==> src/rtl/present_pkg.sv <==
// PRESENT-80 key schedule shared types and constants.
// Used by the key schedule controller and its key_update block.
package present_pkg;

  localparam int KEY_W      = 80;
  localparam int RK_W       = 64;
  localparam int NUM_ROUNDS = 32;

  typedef enum logic {
    IDLE = 1'b0,
    RUN  = 1'b1
  } state_e;

  typedef logic [5:0] round_t;

endpackage

==> src/rtl/present_key_update.sv <==
// PRESENT-80 key update: rotate left 61, S-box on top nibble,
// round counter XORed into bits 19:15.
module present_key_update
  import present_pkg::*;
(
  input  logic [KEY_W-1:0] key_i,
  input  logic [4:0]       cnt_i,
  output logic [KEY_W-1:0] key_o
);

  logic [KEY_W-1:0] w_rot;
  logic [3:0]       w_sb;

  assign w_rot = {key_i[18:0], key_i[79:19]};

  always_comb begin
    w_sb = 4'h0;
    case (w_rot[79:76])
      4'h0: w_sb = 4'hC;
      4'h1: w_sb = 4'h5;
      4'h2: w_sb = 4'h6;
      4'h3: w_sb = 4'hB;
      4'h4: w_sb = 4'h9;
      4'h5: w_sb = 4'h0;
      4'h6: w_sb = 4'hA;
      4'h7: w_sb = 4'hD;
      4'h8: w_sb = 4'h3;
      4'h9: w_sb = 4'hE;
      4'hA: w_sb = 4'hF;
      4'hB: w_sb = 4'h8;
      4'hC: w_sb = 4'h4;
      4'hD: w_sb = 4'h7;
      4'hE: w_sb = 4'h1;
      default: w_sb = 4'h2;
    endcase
  end

  assign key_o = {
    w_sb,
    w_rot[75:20],
    w_rot[19:15] ^ cnt_i,
    w_rot[14:0]
  };

endmodule

==> src/rtl/present_key_sched_ctrl.sv <==
// PRESENT-80 key schedule sequencer: loads a user key and hands
// out round keys K1..K32 one per valid/ready handshake.
module present_key_sched_ctrl
  import present_pkg::*;
#(
  parameter int NUM_ROUNDS = present_pkg::NUM_ROUNDS
) (
  input  logic             clk,
  input  logic             rst_n,
  input  logic             start_i,
  input  logic [KEY_W-1:0] key_i,
  input  logic             abort_i,
  output logic             busy_o,
  output logic             rk_valid_o,
  input  logic             rk_ready_i,
  output logic [RK_W-1:0]  rk_o,
  output logic [5:0]       round_o,
  output logic             last_o,
  output logic             done_o
);

  localparam round_t LAST_R = round_t'(NUM_ROUNDS);

  state_e           r_state;
  state_e           w_state_nx;
  logic [KEY_W-1:0] r_key;
  logic [KEY_W-1:0] w_key_nx;
  logic [KEY_W-1:0] w_key_upd;
  round_t           r_round;
  round_t           w_round_nx;
  logic             r_done;
  logic             w_done_nx;
  logic             w_run;
  logic             w_hs;
  logic             w_last;

  present_key_update u_key_update (
    .key_i (r_key),
    .cnt_i (r_round[4:0]),
    .key_o (w_key_upd)
  );

  assign w_run  = (r_state == RUN);
  assign w_hs   = w_run & rk_ready_i;
  assign w_last = (r_round == LAST_R);

  always_ff @(posedge clk or negedge rst_n) begin
    if (!rst_n) begin
      r_state <= IDLE;
      r_key   <= '0;
      r_round <= '0;
      r_done  <= 1'b0;
    end else begin
      r_state <= w_state_nx;
      r_key   <= w_key_nx;
      r_round <= w_round_nx;
      r_done  <= w_done_nx;
    end
  end

  // abort outranks both a pending start and a handshake
  always_comb begin
    w_state_nx = r_state;
    w_key_nx   = r_key;
    w_round_nx = r_round;
    w_done_nx  = 1'b0;
    if (abort_i) begin
      w_state_nx = IDLE;
      w_key_nx   = '0;
      w_round_nx = '0;
    end else begin
      unique case (r_state)
        IDLE: begin
          if (start_i) begin
            w_state_nx = RUN;
            w_key_nx   = key_i;
            w_round_nx = round_t'(1);
          end
        end
        RUN: begin
          if (w_hs && w_last) begin
            w_state_nx = IDLE;
            w_round_nx = '0;
            w_done_nx  = 1'b1;
          end else if (w_hs) begin
            w_key_nx   = w_key_upd;
            w_round_nx = r_round + round_t'(1);
          end
        end
        default: w_state_nx = IDLE;
      endcase
    end
  end

  assign busy_o     = w_run;
  assign rk_valid_o = w_run;
  assign rk_o       = r_key[KEY_W-1:KEY_W-RK_W];
  assign round_o    = r_round;
  assign last_o     = w_run & w_last;
  assign done_o     = r_done;

endmodule
==> config.mk <==
export PLATFORM = sky130hd
export DESIGN_NAME = present_key_sched_ctrl
export DESIGN_NICKNAME = d
export VERILOG_FILES = /design/src/rtl/present_pkg.sv /design/src/rtl/present_key_update.sv /design/src/rtl/present_key_sched_ctrl.sv
export SDC_FILE = /design/constraint.sdc
export NUM_CORES = 1
export LEC_CHECK = 0
export BUFFER_PORTS_ARGS = -buffer_cell sky130_fd_sc_hd__buf_2
export CAP_MARGIN = 10
export CORE_ASPECT_RATIO = 0.7
export CORE_MARGIN = 2
export CORE_UTILIZATION = 51
export DETAILED_ROUTE_END_ITERATION = 16
export PLACE_DENSITY = 0.75
export SYNTH_ARGS = -nofsm -noshare
export SYNTH_HDL_FRONTEND = slang
export SYNTH_HIERARCHICAL = 1
export SYNTH_SLANG_ARGS = --single-unit
==> constraint.sdc <==
create_clock -name clk -period 2.5 [get_ports clk]
set_clock_uncertainty 0.05 [all_clocks]
set_input_delay 0.5 -clock clk [delete_from_list [all_inputs] [get_ports clk]]
set_output_delay 0.5 -clock clk [all_outputs]
set_load 0.005 [all_outputs]
==> impl_results.rst, run 1 <==
.. list-table::
   :header-rows: 1

   * - Metric
     - Value
   * - Final Max Tran Viols
     - 0
   * - H-tree levels
     - 3
   * - Average vias per placed instance
     - 5.72
   * - Clock tree from TritonCTS
     - yes
   * - Height of the die
     - 102 um
   * - Footprint of the flip-flops and latches
     - 2210 sq um
   * - Via count of the first global-routing pass
     - 4523
   * - Final setup margin
     - around 140 ps
   * - Buffers inserted by post-CTS timing repair
     - 0
   * - Portion of the post-synthesis area used by sequential elements
     - 31.6%
   * - Max-slew headroom
     - 40.2%
   * - Start point of the critical path
     - round_o[3]$_DFFE_PN0P_
   * - Row count
     - 35
   * - Cell area after synthesis
     - 6960 sq um
   * - Iteration count of the initial detailed-routing pass
     - 5
   * - Crit Reg-Reg Endpoint
     - r_key[64]$_DFFE_PN0P_
   * - Cell count of the worst reg-to-reg path
     - 5
   * - Number of antenna violations at the first check in global routing
     - 1
   * - Leakage power total
     - 3.21 nW
   * - Post-synth EDFFs
     - 0
   * - Most common cell in the netlist
     - buf_4
   * - Pre-CTS setup slack
     - 415 ps
   * - Gate power share
     - 22.3%
   * - Number of buffers on the longest clock path
     - 2
   * - R2R setup slack
     - 400 ps
   * - Critical path data required time
     - about 2000 ps
   * - DPL Wire Length
     - between 10000 and 15000 um
   * - Most used standard cells in the synthesized netlist
     - buf_4 (136), dfrtp_1 (88), mux2i_1 (81)
   * - Achievable clock frequency
     - 0.423 GHz
   * - Async set-reset flop share out of synthesis
     - 100%
   * - Area of the placeable core
     - 13200 sq um
   * - Critical path's largest stage delay
     - ~450 ps
   * - Total of endpoints with negative setup slack in the final report
     - 0
   * - Clock buffer count from CTS
     - 9
   * - Total nets after synthesis
     - 750
   * - Finished Layout Cells
     - 837
   * - Portion of total power attributed to the clock network
     - 35.2%
   * - Overall routed net length
     - 17200 um
   * - Yosys warnings
     - 6
   * - Worst Path Max Fanout
     - 7
   * - Number of resized instances in the post-cts repair step
     - 0
   * - Area of the multi-input gates
     - 3350 sq um
   * - Drt initial violations
     - between 600 and 700
   * - Placer congestion estimate
     - 0.859
   * - Area share of the largest cell type after synthesis
     - 31.6%
   * - Number of nets at the end of the flow
     - 739
   * - Share of total power in sequential cells
     - 42.6%
   * - Category of the worst setup path launch point
     - flop
   * - All-Layer GR Usage
     - 23.6%
   * - Post-CTS Hold Fix Bufs
     - 0
   * - Pin count of the biggest net entering global routing
     - approximately 170
   * - Register clock-pin slew on the reported worst setup and hold paths
     - around 60 ps
   * - Min Tclk post-route
     - between 2000 and 2500 ps
   * - Setup_tns
     - 0 ps
   * - Start-to-end type of the worst setup path
     - flop to output port
   * - Placed Cells
     - 821
   * - Run status
     - complete, no violations
   * - First-pass GRT wire length
     - about 26000 um
   * - Initial core utilization
     - 52.6%
   * - Routed wire per std cell
     - 20.5 um
   * - Cell area after placement
     - 6780 sq um
   * - Vias
     - 4791
   * - Clock tree root driver cell
     - clkbuf_16
   * - CP endpoint kind
     - output port
   * - Worst Path Arrival
     - between 1500 and 2000 ps
   * - Switching Fraction
     - 29.9%
   * - Slew @ Worst Pin
     - approximately 900 ps
   * - Unique cell type count in the Yosys netlist
     - 37
   * - Number of violations of the max-capacitance limit
     - 0
   * - Worst voltage drop across the vdd grid
     - roughly 0.4 mV
   * - Number of nets with antenna violations after routing
     - 0
   * - I/O pin cnt
     - 159
   * - Post-detailed-route DRC marker count
     - 0
   * - Synth top area cells
     - dfrtp_1 (32%), buf_4 (15%), o31ai_2 (14%)
   * - Power per cell area
     - 574 nW/um^2
   * - Die footprint
     - 14600 sq um
   * - Die boundary width
     - 144 um
   * - Layout Cell Area excl Fill
     - between 7000 and 8000 sq um
   * - Most area-hungry cell type in the Yosys netlist
     - dfrtp_1
   * - Hold/Removal Path Class
     - input port to async pin
   * - Sequence of cells on the critical path
     - or3_4 -> nor2_1 -> and2_1 -> buf_2
   * - Port buffer count
     - 158
   * - Sink count of the clock tree
     - 88
   * - Final standard cell utilization of the core
     - 53.6%
   * - P_int
     - approximately 2.9 mW
   * - Number of instances in the synthesized netlist
     - around 660
   * - Launch instance of the worst register-to-register path
     - round_o[3]$_DFFE_PN0P_
   * - Clock insertion delay at the later pin of the skew report
     - 340 ps
   * - Switching component of the power
     - around 1.2 mW
   * - Fill count
     - 1215
   * - Crit path max-delay cell type
     - dfrtp_1
   * - Most used flip-flop cell after synthesis
     - dfrtp_1
   * - Unrepaired setup endpoints after global routing
     - no
   * - Sum of overflow across all layers after global routing
     - 0
   * - Final Cycle Share
     - 94.5%
   * - Mean instance size in the synthesized netlist
     - approximately 11 sq um
   * - Fin. Hold Viols
     - 0
   * - Fraction of final layout cells with drive strength greater than 1
     - roughly 41%
   * - Area added between synthesis and finish
     - 1.85%
   * - Synthesized flop and latch total
     - between 80 and 90
registers in the layout (all words and copies together), names as in the netlist:
name     count
round_o      6
busy_o       1
done_o       1
r_key       80
placed cells by master, fill, tap and decap left out, types with 3 or more instances in the layout:
master and instances:
o31ai_2 80, nand2_1 5, xor2_1 7, buf_4 3, nor2_1 5, dfrtp_1 87, ha_1 7, a22oi_1 80
inv_1 5, nor2b_1 80, buf_2 156, mux2i_1 81, clkbuf_16 9, buf_12 8
how the worst max path moves through the flow:
stage	to	cells after the start
2_1_floorplan	r_key[34]$_DFFE_PN0P_	6
3_3_place_gp	r_key[55]$_DFFE_PN0P_	6
3_5_place_dp	r_key[73]$_DFFE_PN0P_	6
4_1_cts	last_o	4
5_1_grt	last_o	4
6_report	last_o	4
power groups by stage:
stage | logic [mW] | registers [mW] | clock network [mW]
6_report | 0.906 | 1.73 | 1.43
5_1_grt | 0.983 | 1.75 | 1.50
4_1_cts | 0.912 | 1.73 | 1.44
3_5_place_dp | 0.909 | 1.76 | 0
3_3_place_gp | 0.885 | 1.74 | 0
2_1_floorplan | 0.912 | 1.68 | 0
per-stage QoR:
stage,hold slack (ps),power (mW)
2_1_floorplan,154,2.59
3_3_place_gp,447,2.63
3_5_place_dp,458,2.66
4_1_cts,96.6,4.08
5_1_grt,113,4.23
6_report,75.9,4.07
worst max-delay path, delay by kind of cell (launching register included):
family,cells,cell delay [ps]
simple gates,3,920
flops,1,450
buf+inv,1,110
layer usage:
metal	vias up	part of all wire, %	GRT usage (%)
met1	2387	50	38.1
met3	12	6.4	4.54
met5	-	0	0
met2	167	42	32.5
met4	0	0.87	4.37
li1	2225	-	-
layout make-up:
| type | count | share of cell area (%) |
|---|---|---|
| multi-input cells | 375 | 47.3 |
| flip-flops and latches | 88 | 31.1 |
| repair buffers | 168 | 13.8 |
| clock buffers | 11 | 3.28 |
| well taps | 185 | 3.27 |
| clock inverters | 4 | 0.989 |
| inverters | 5 | 0.265 |
| diodes | 1 | 0.0353 |
kinds of logic (layout without fill, tap and decap cells):
kind of cell / Yosys count / count (layout) / synth area share (%)
xor+xnor: 8 / 8 / 1.01
compound gates: 171 / 171 / 24.1
flops: 88 / 88 / 31.6
fa+ha+maj: 7 / 7 / 1.26
mux: 83 / 83 / 12.3
other cells: 0 / 1 / 0
simple gates: 106 / 106 / 9.42
buf+inv: 195 / 188 / 20.3
Note: power is estimated with default switching activity, not from simulation.
==> run 2: changes to the inputs <==
--- a/config.mk
+++ b/config.mk
@@ -5,13 +5,17 @@
 export SDC_FILE = /design/constraint.sdc
 export NUM_CORES = 1
 export LEC_CHECK = 0
+export ABC_CLOCK_PERIOD_IN_PS = 2500
 export BUFFER_PORTS_ARGS = -buffer_cell sky130_fd_sc_hd__buf_2
 export CAP_MARGIN = 10
+export CELL_PAD_IN_SITES_DETAIL_PLACEMENT = 0
+export CELL_PAD_IN_SITES_GLOBAL_PLACEMENT = 1
 export CORE_ASPECT_RATIO = 0.7
 export CORE_MARGIN = 2
-export CORE_UTILIZATION = 51
+export CORE_UTILIZATION = 43
 export DETAILED_ROUTE_END_ITERATION = 16
-export PLACE_DENSITY = 0.75
+export MAX_ROUTING_LAYER = met4
+export PLACE_DENSITY = 0.81
 export SYNTH_ARGS = -nofsm -noshare
 export SYNTH_HDL_FRONTEND = slang
 export SYNTH_HIERARCHICAL = 1
==> run 2 against run 1 <==
Register-to-register slack got worse by 80 ps. Sequential share of layout area shrank 0.42 points. Non-clock buffer count increased by 1. Combinational power rose by 2%. Sequential power about the same. Clock power up 20%. Die area is 18% higher. Power up 6.9%. Clock-buffer cell count did not move. Final area up 1.4%. Worst hold slack better by 290 ps. Final cell count up 2.0%. Critical path type unchanged.
==> impl_results.rst, run 2 (same netlist as run 1, synthesis figures left out) <==
.. list-table::
   :header-rows: 1

   * - Metric
     - Value
   * - Post-CTS Hold Fix Bufs
     - 1 (+1)
   * - Fin. Hold Viols
     - 0 (unchanged)
   * - Via count of the first global-routing pass
     - 4744 (+4.9%)
   * - Pre-CTS setup slack
     - 320 ps (-95.0 ps)
   * - Top register by number of flip-flops
     - r_key
   * - Slew @ Worst Pin
     - 887 ps (-9.45 ps)
   * - Worst Path Arrival
     - 1760 ps (-50 ps)
   * - Number of buffers on the longest clock path
     - 2 (unchanged)
   * - Final setup margin
     - 193 ps (+55.4 ps)
   * - Row count
     - 38 (+8.6%)
   * - Total of endpoints with negative setup slack in the final report
     - 0 (unchanged)
   * - Clock tree from TritonCTS
     - yes
   * - Max-slew headroom
     - 40.9% (+0.63 points)
   * - Hold/Removal Path Class
     - input port to flop
   * - Number of nets with antenna violations after routing
     - 0 (unchanged)
   * - Unrepaired setup endpoints after global routing
     - no
   * - Pin count of the biggest net entering global routing
     - 166 (unchanged)
   * - Min Tclk post-route
     - 2310 ps (-55.4 ps)
   * - Overall routed net length
     - 17900 um (+4.3%)
   * - Register clock-pin slew on the reported worst setup and hold paths
     - 60 ps (about the same)
   * - Clock insertion delay at the later pin of the skew report
     - 350 ps (about the same)
   * - Area of the placeable core
     - 15600 sq um (+18%)
   * - DPL Wire Length
     - 12500 um (+6.4%)
   * - Worst voltage drop across the vdd grid
     - 0.379 mV (-5.2%)
   * - Run status
     - complete, no violations
   * - Number of resized instances in the post-cts repair step
     - 0 (unchanged)
   * - Drt initial violations
     - 380 (-39%)
   * - Worst Hold Margin
     - 369 ps (+293 ps)
   * - Sink count of the clock tree
     - 88 (unchanged)
   * - Final standard cell utilization of the core
     - 45.9% (-7.7 points)
   * - Placed Cells
     - 836 (+1.8%)
   * - Iteration count of the initial detailed-routing pass
     - 5 (unchanged)
   * - Crit Reg-Reg Endpoint
     - r_key[63]$_DFFE_PN0P_
   * - Finished Layout Cells
     - 854 (+2.0%)
   * - Vias
     - 4793 (+0.042%)
   * - Launch instance of the worst register-to-register path
     - round_o[3]$_DFFE_PN0P_
   * - Routed wire per std cell
     - 21.0 um (+2.2%)
   * - Buffers inserted by post-CTS timing repair
     - 0 (unchanged)
   * - Sum of overflow across all layers after global routing
     - 0 (unchanged)
   * - Fraction of final layout cells with drive strength greater than 1
     - 41.5% (+0.18 points)
   * - Critical path data required time
     - 1950 ps (about the same)
   * - H-tree levels
     - 3 (unchanged)
   * - Most used cells in the layout excluding fill and tap cells
     - buf_2 (156), dfrtp_1 (87), mux2i_1 (81)
   * - Category of the worst setup path launch point
     - flop
   * - Port buffer count
     - 158 (unchanged)
   * - Number of antenna violations at the first check in global routing
     - 1 (unchanged)
   * - Setup_tns
     - 0 ps (unchanged)
   * - Leading cell type in the layout, fill and taps excluded
     - buf_2
   * - Capturing element of the worst setup path
     - last_o
   * - First-pass GRT wire length
     - 28100 um (+7.1%)
   * - Worst Path Max Fanout
     - 7 (unchanged)
   * - Max FFs per register
     - 80 (unchanged)
   * - Start-to-end type of the worst setup path
     - flop to output port
   * - Placer congestion estimate
     - 0.865 (+0.70%)
   * - Initial core utilization
     - 44.5% (-8.1 points)
   * - Clock buffer count from CTS
     - 9 (unchanged)
   * - Layout Cell Area excl Fill
     - 7180 sq um (+1.4%)
   * - Die boundary width
     - 156 um (+8.7%)
   * - Total design power
     - 4.35 mW (+6.9%)
   * - Achievable clock frequency
     - 0.433 GHz (+2.4%)
   * - R2R setup slack
     - 320 ps (-80 ps)
   * - Cell count of the worst reg-to-reg path
     - 5 (unchanged)
   * - Number of violations of the max-capacitance limit
     - 0 (unchanged)
   * - Die footprint
     - 17200 sq um (+18%)
   * - Fill count
     - 1447 (+19%)
   * - Post-detailed-route DRC marker count
     - 0 (unchanged)
   * - All-Layer GR Usage
     - 21.7% (-1.9 points)
   * - Number of nets at the end of the flow
     - 740 (+0.14%)
   * - CP endpoint kind
     - output port
   * - Final Cycle Share
     - 92.3% (-2.2 points)
   * - I/O pin cnt
     - 159 (unchanged)
   * - Power per cell area
     - 606 nW/um^2 (+5.5%)
   * - Clock tree root driver cell
     - clkbuf_16
   * - Height of the die
     - 110 um (+8.6%)
   * - Area added between synthesis and finish
     - 3.24%
   * - Final Max Tran Viols
     - 0 (unchanged)
   * - Start point of the critical path
     - round_o[3]$_DFFE_PN0P_
   * - Leakage power total
     - 3.24 nW (+0.96%)
   * - Cell area after placement
     - 6800 sq um (+0.28%)
   * - Average vias per placed instance
     - 5.61 (-1.9%)
==> run 2: area by class of cell <==
class                           instances  area [sq um]  area share (%)
Timing Repair Buffer                  169           985            13.7
Clock buffer                           11           243            3.38
Clock inverter                          5           128            1.78
Inverter                                5          18.8           0.261
Tap cell                              200           250            3.48
Antenna cell                            1          2.50          0.0348
Multi-Input combinational cell        375          3350            46.7
Sequential cell                        88          2210            30.7
==> run 2: power by group <==
group | leakage, nW | total [mW] | internal [mW] | switching [mW]
clock network | 0.176 | 1.71 | 1.11 | 0.600
logic | 1.90 | 0.920 | 0.431 | 0.489
registers | 1.16 | 1.73 | 1.55 | 0.171
==> run 2: per-layer routing <==
layer  GRT usage, %  wire length, um  part of all wire [%]  vias up
met2           28.3             7330                    41      158
li1               -                -                     -     2228
met5              -                0                     0        -
met3           5.46             1030                   5.7       18
met4           4.53              223                   1.2        0
met1           33.4             9350                    52     2389
==> run 2: worst min path at each step <==
stage	from	to	slack [ps]	cells past startpoint
after floorplan	rst_n	busy_o$_DFF_PN0_	150	0
after global placement	rst_n	r_key[8]$_DFFE_PN0P_	370	1
after detailed placement	rst_n	r_key[8]$_DFFE_PN0P_	370	1
after CTS	start_i	busy_o$_DFF_PN0_	360	3
final	start_i	busy_o$_DFF_PN0_	370	3
after global routing	start_i	busy_o$_DFF_PN0_	400	3
==> run 2: worst max-delay path, cell delays in order, from the launching register on <==
cell and delay (ps):
dfrtp_1 460, or3_4 440, nor2_1 240, and2_1 160
buf_2 110
==> run 3: changes to the inputs <==
--- a/config.mk
+++ b/config.mk
@@ -8,14 +8,14 @@
 export ABC_CLOCK_PERIOD_IN_PS = 2500
 export BUFFER_PORTS_ARGS = -buffer_cell sky130_fd_sc_hd__buf_2
 export CAP_MARGIN = 10
-export CELL_PAD_IN_SITES_DETAIL_PLACEMENT = 0
-export CELL_PAD_IN_SITES_GLOBAL_PLACEMENT = 1
+export CELL_PAD_IN_SITES_DETAIL_PLACEMENT = 2
+export CELL_PAD_IN_SITES_GLOBAL_PLACEMENT = 2
 export CORE_ASPECT_RATIO = 0.7
 export CORE_MARGIN = 2
-export CORE_UTILIZATION = 43
+export CORE_UTILIZATION = 35
 export DETAILED_ROUTE_END_ITERATION = 16
 export MAX_ROUTING_LAYER = met4
-export PLACE_DENSITY = 0.81
+export PLACE_DENSITY_LB_ADDON = 0.1
 export SYNTH_ARGS = -nofsm -noshare
 export SYNTH_HDL_FRONTEND = slang
 export SYNTH_HIERARCHICAL = 1
==> run 3 against run 2 <==
Non-clock buffer count up 1. Setup slack worse by 43 ps. Final cell count up 8.8%. Critical path depth unchanged. Final area down 0.14%. Sequential power about the same. Wire length up 18%. Core utilization down 9.4 points. Critical path type unchanged. Largest cell class unchanged.
==> impl_results.rst, run 3 (same netlist as run 1, synthesis figures left out) <==
.. list-table::
   :header-rows: 1

   * - Metric
     - Value
   * - Run status
     - complete, no violations
   * - Final Cycle Share
     - 94.0% (+1.7 points)
   * - Initial core utilization
     - 35.4% (-9.1 points)
   * - All-Layer GR Usage
     - 20.9% (-0.82 points)
   * - Setup_tns
     - 0 ps (unchanged)
   * - Post-detailed-route DRC marker count
     - 0 (unchanged)
   * - Height of the die
     - 122 um (+10%)
   * - Die boundary width
     - 173 um (+11%)
   * - Die footprint
     - 21000 sq um (+22%)
   * - Fin. Hold Viols
     - 0 (unchanged)
   * - First-pass GRT wire length
     - 32500 um (+16%)
   * - Worst Path Max Fanout
     - 7 (unchanged)
   * - Power per cell area
     - 552 nW/um^2 (-8.9%)
   * - Category of the worst setup path launch point
     - flop
   * - Max FFs per register
     - 80 (unchanged)
   * - Sink count of the clock tree
     - 88 (unchanged)
   * - Worst Path Arrival
     - 1800 ps (+40 ps)
   * - Layout Cell Area excl Fill
     - 7170 sq um (-0.14%)
   * - H-tree levels
     - 3 (unchanged)
   * - Min Tclk post-route
     - 2350 ps (+43.0 ps)
   * - Buffers inserted by post-CTS timing repair
     - 0 (unchanged)
   * - Critical path data required time
     - 1950 ps (about the same)
   * - Average vias per placed instance
     - 5.24 (-6.6%)
   * - Row count
     - 43 (+13%)
   * - Sum of overflow across all layers after global routing
     - 0 (unchanged)
   * - Achievable clock frequency
     - 0.425 GHz (-1.8%)
   * - Leading cell type in the layout, fill and taps excluded
     - buf_2
   * - Pin count of the biggest net entering global routing
     - 98 (-41%)
   * - Clock insertion delay at the later pin of the skew report
     - 360 ps (about the same)
   * - Cell area after placement
     - 6900 sq um (+1.5%)
   * - Leakage power total
     - 3.20 nW (-1.1%)
   * - DPL Wire Length
     - 14600 um (+17%)
   * - Start-to-end type of the worst setup path
     - flop to output port
   * - Top register by number of flip-flops
     - r_key
   * - Overall routed net length
     - 21200 um (+18%)
   * - Fraction of final layout cells with drive strength greater than 1
     - 41.6% (+0.089 points)
   * - Worst voltage drop across the vdd grid
     - 0.274 mV (-28%)
   * - Drt initial violations
     - 306 (-19%)
   * - Clock tree root driver cell
     - clkbuf_16
   * - Clock tree from TritonCTS
     - yes
   * - Via count of the first global-routing pass
     - 5171 (+9.0%)
   * - Number of violations of the max-capacitance limit
     - 0 (unchanged)
   * - Max-slew headroom
     - 56.3% (+15 points)
   * - Port buffer count
     - 158 (unchanged)
   * - Iteration count of the initial detailed-routing pass
     - 4 (-1)
   * - Number of nets at the end of the flow
     - 741 (+0.14%)
   * - Most used cells in the layout excluding fill and tap cells
     - buf_2 (156), dfrtp_1 (87), mux2i_1 (81)
   * - Register clock-pin slew on the reported worst setup and hold paths
     - 70 ps (about the same)
   * - Number of buffers on the longest clock path
     - 2 (unchanged)
   * - Number of resized instances in the post-cts repair step
     - 0 (unchanged)
   * - I/O pin cnt
     - 159 (unchanged)
   * - Unrepaired setup endpoints after global routing
     - no
   * - Area of the placeable core
     - 19600 sq um (+26%)
   * - Clock buffer count from CTS
     - 9 (unchanged)
   * - Placer congestion estimate
     - 0.779 (-10%)
   * - R2R setup slack
     - 540 ps (+220 ps)
   * - CP endpoint kind
     - output port
   * - Vias
     - 4868 (+1.6%)
   * - Final Max Tran Viols
     - 0 (unchanged)
   * - Hold/Removal Path Class
     - input port to async pin
   * - Slew @ Worst Pin
     - 656 ps (-231 ps)
   * - Area added between synthesis and finish
     - 3.09%
   * - Number of nets with antenna violations after routing
     - 0 (unchanged)
   * - Total of endpoints with negative setup slack in the final report
     - 0 (unchanged)
   * - Number of antenna violations at the first check in global routing
     - 3 (+2)
   * - Post-CTS Hold Fix Bufs
     - 0 (-1)
   * - Routed wire per std cell
     - 22.8 um (+8.7%)
## run 3: cell count changes in the layout (fill, tap and decap cells not counted)
cell / previous run / this run
clkbuf_1: 1 / 2
diode_2: 1 / 5
dlygate4sd3_1: 1 / 0
bufinv_16: 4 / 0
clkbuf_8: 1 / 0
clkinv_2: 0 / 5
buf_4: 3 / 5
clkinvlp_4: 1 / 0
## run 3: layout make-up
cell class              count  area, sq um
repair buffers            170          990
fillers                  2132        12500
clock inverters             5         25.0
flip-flops and latches     88         2210
multi-input cells         375         3350
inverters                   5         18.8
clock buffers              11          233
well taps                 270          338
diodes                      5         12.5
## run 3: stage by stage
stage / hold WS (ps) / std cells / setup WS, ps / utilization [%] / total power, mW
2_1_floorplan: 154 / 658 / 669 / - / 2.59
3_3_place_gp: 477 / 908 / 577 / 35.2 / 2.68
3_5_place_dp: 492 / 908 / 502 / 35.2 / 2.71
4_1_cts: 102 / 924 / 142 / 36.5 / 4.01
5_1_grt: 117 / 927 / 57.5 / 36.5 / 4.16
6_report: 85.3 / 929 / 150 / 36.5 / 3.96
## run 3: critical path: stages, from the launching register on
cell     delay (ps)
dfrtp_1         470
or3_4           450
nor2_1          240
and2_1          180
buf_2           110
## run 3: per-layer routing
layer	share of wire, %	global-route usage, %	vias up
li1	-	-	2229
met1	53	30.4	2534
met2	42	29.2	92
met3	4.0	4.49	13
met4	0.81	4.91	0
met5	0	-	-
## run 3: worst paths after layout
| path | from | end | cells after the start |
|---|---|---|---|
| setup / recovery | round_o[3]$_DFFE_PN0P_ | last_o | 4 |
| setup reg to reg | round_o[0]$_DFFE_PN0P_ | r_key[5]$_DFFE_PN0P_ | 7 |
| hold / removal | rst_n | r_key[37]$_DFFE_PN0P_ | 1 |
| max in group asynchronous | rst_n | r_key[77]$_DFFE_PN0P_ | 2 |
| hold reg to reg | r_key[1]$_DFFE_PN0P_ | r_key[1]$_DFFE_PN0P_ | 2 |
| min in group clk | abort_i | busy_o$_DFF_PN0_ | 2 |
## run 3: power by group
part	total, mW	internal (mW)	switching (mW)	leakage (nW)
Combinational	0.930	0.431	0.500	1.91
Clock	1.28	0.667	0.615	0.133
Sequential	1.74	1.55	0.190	1.16
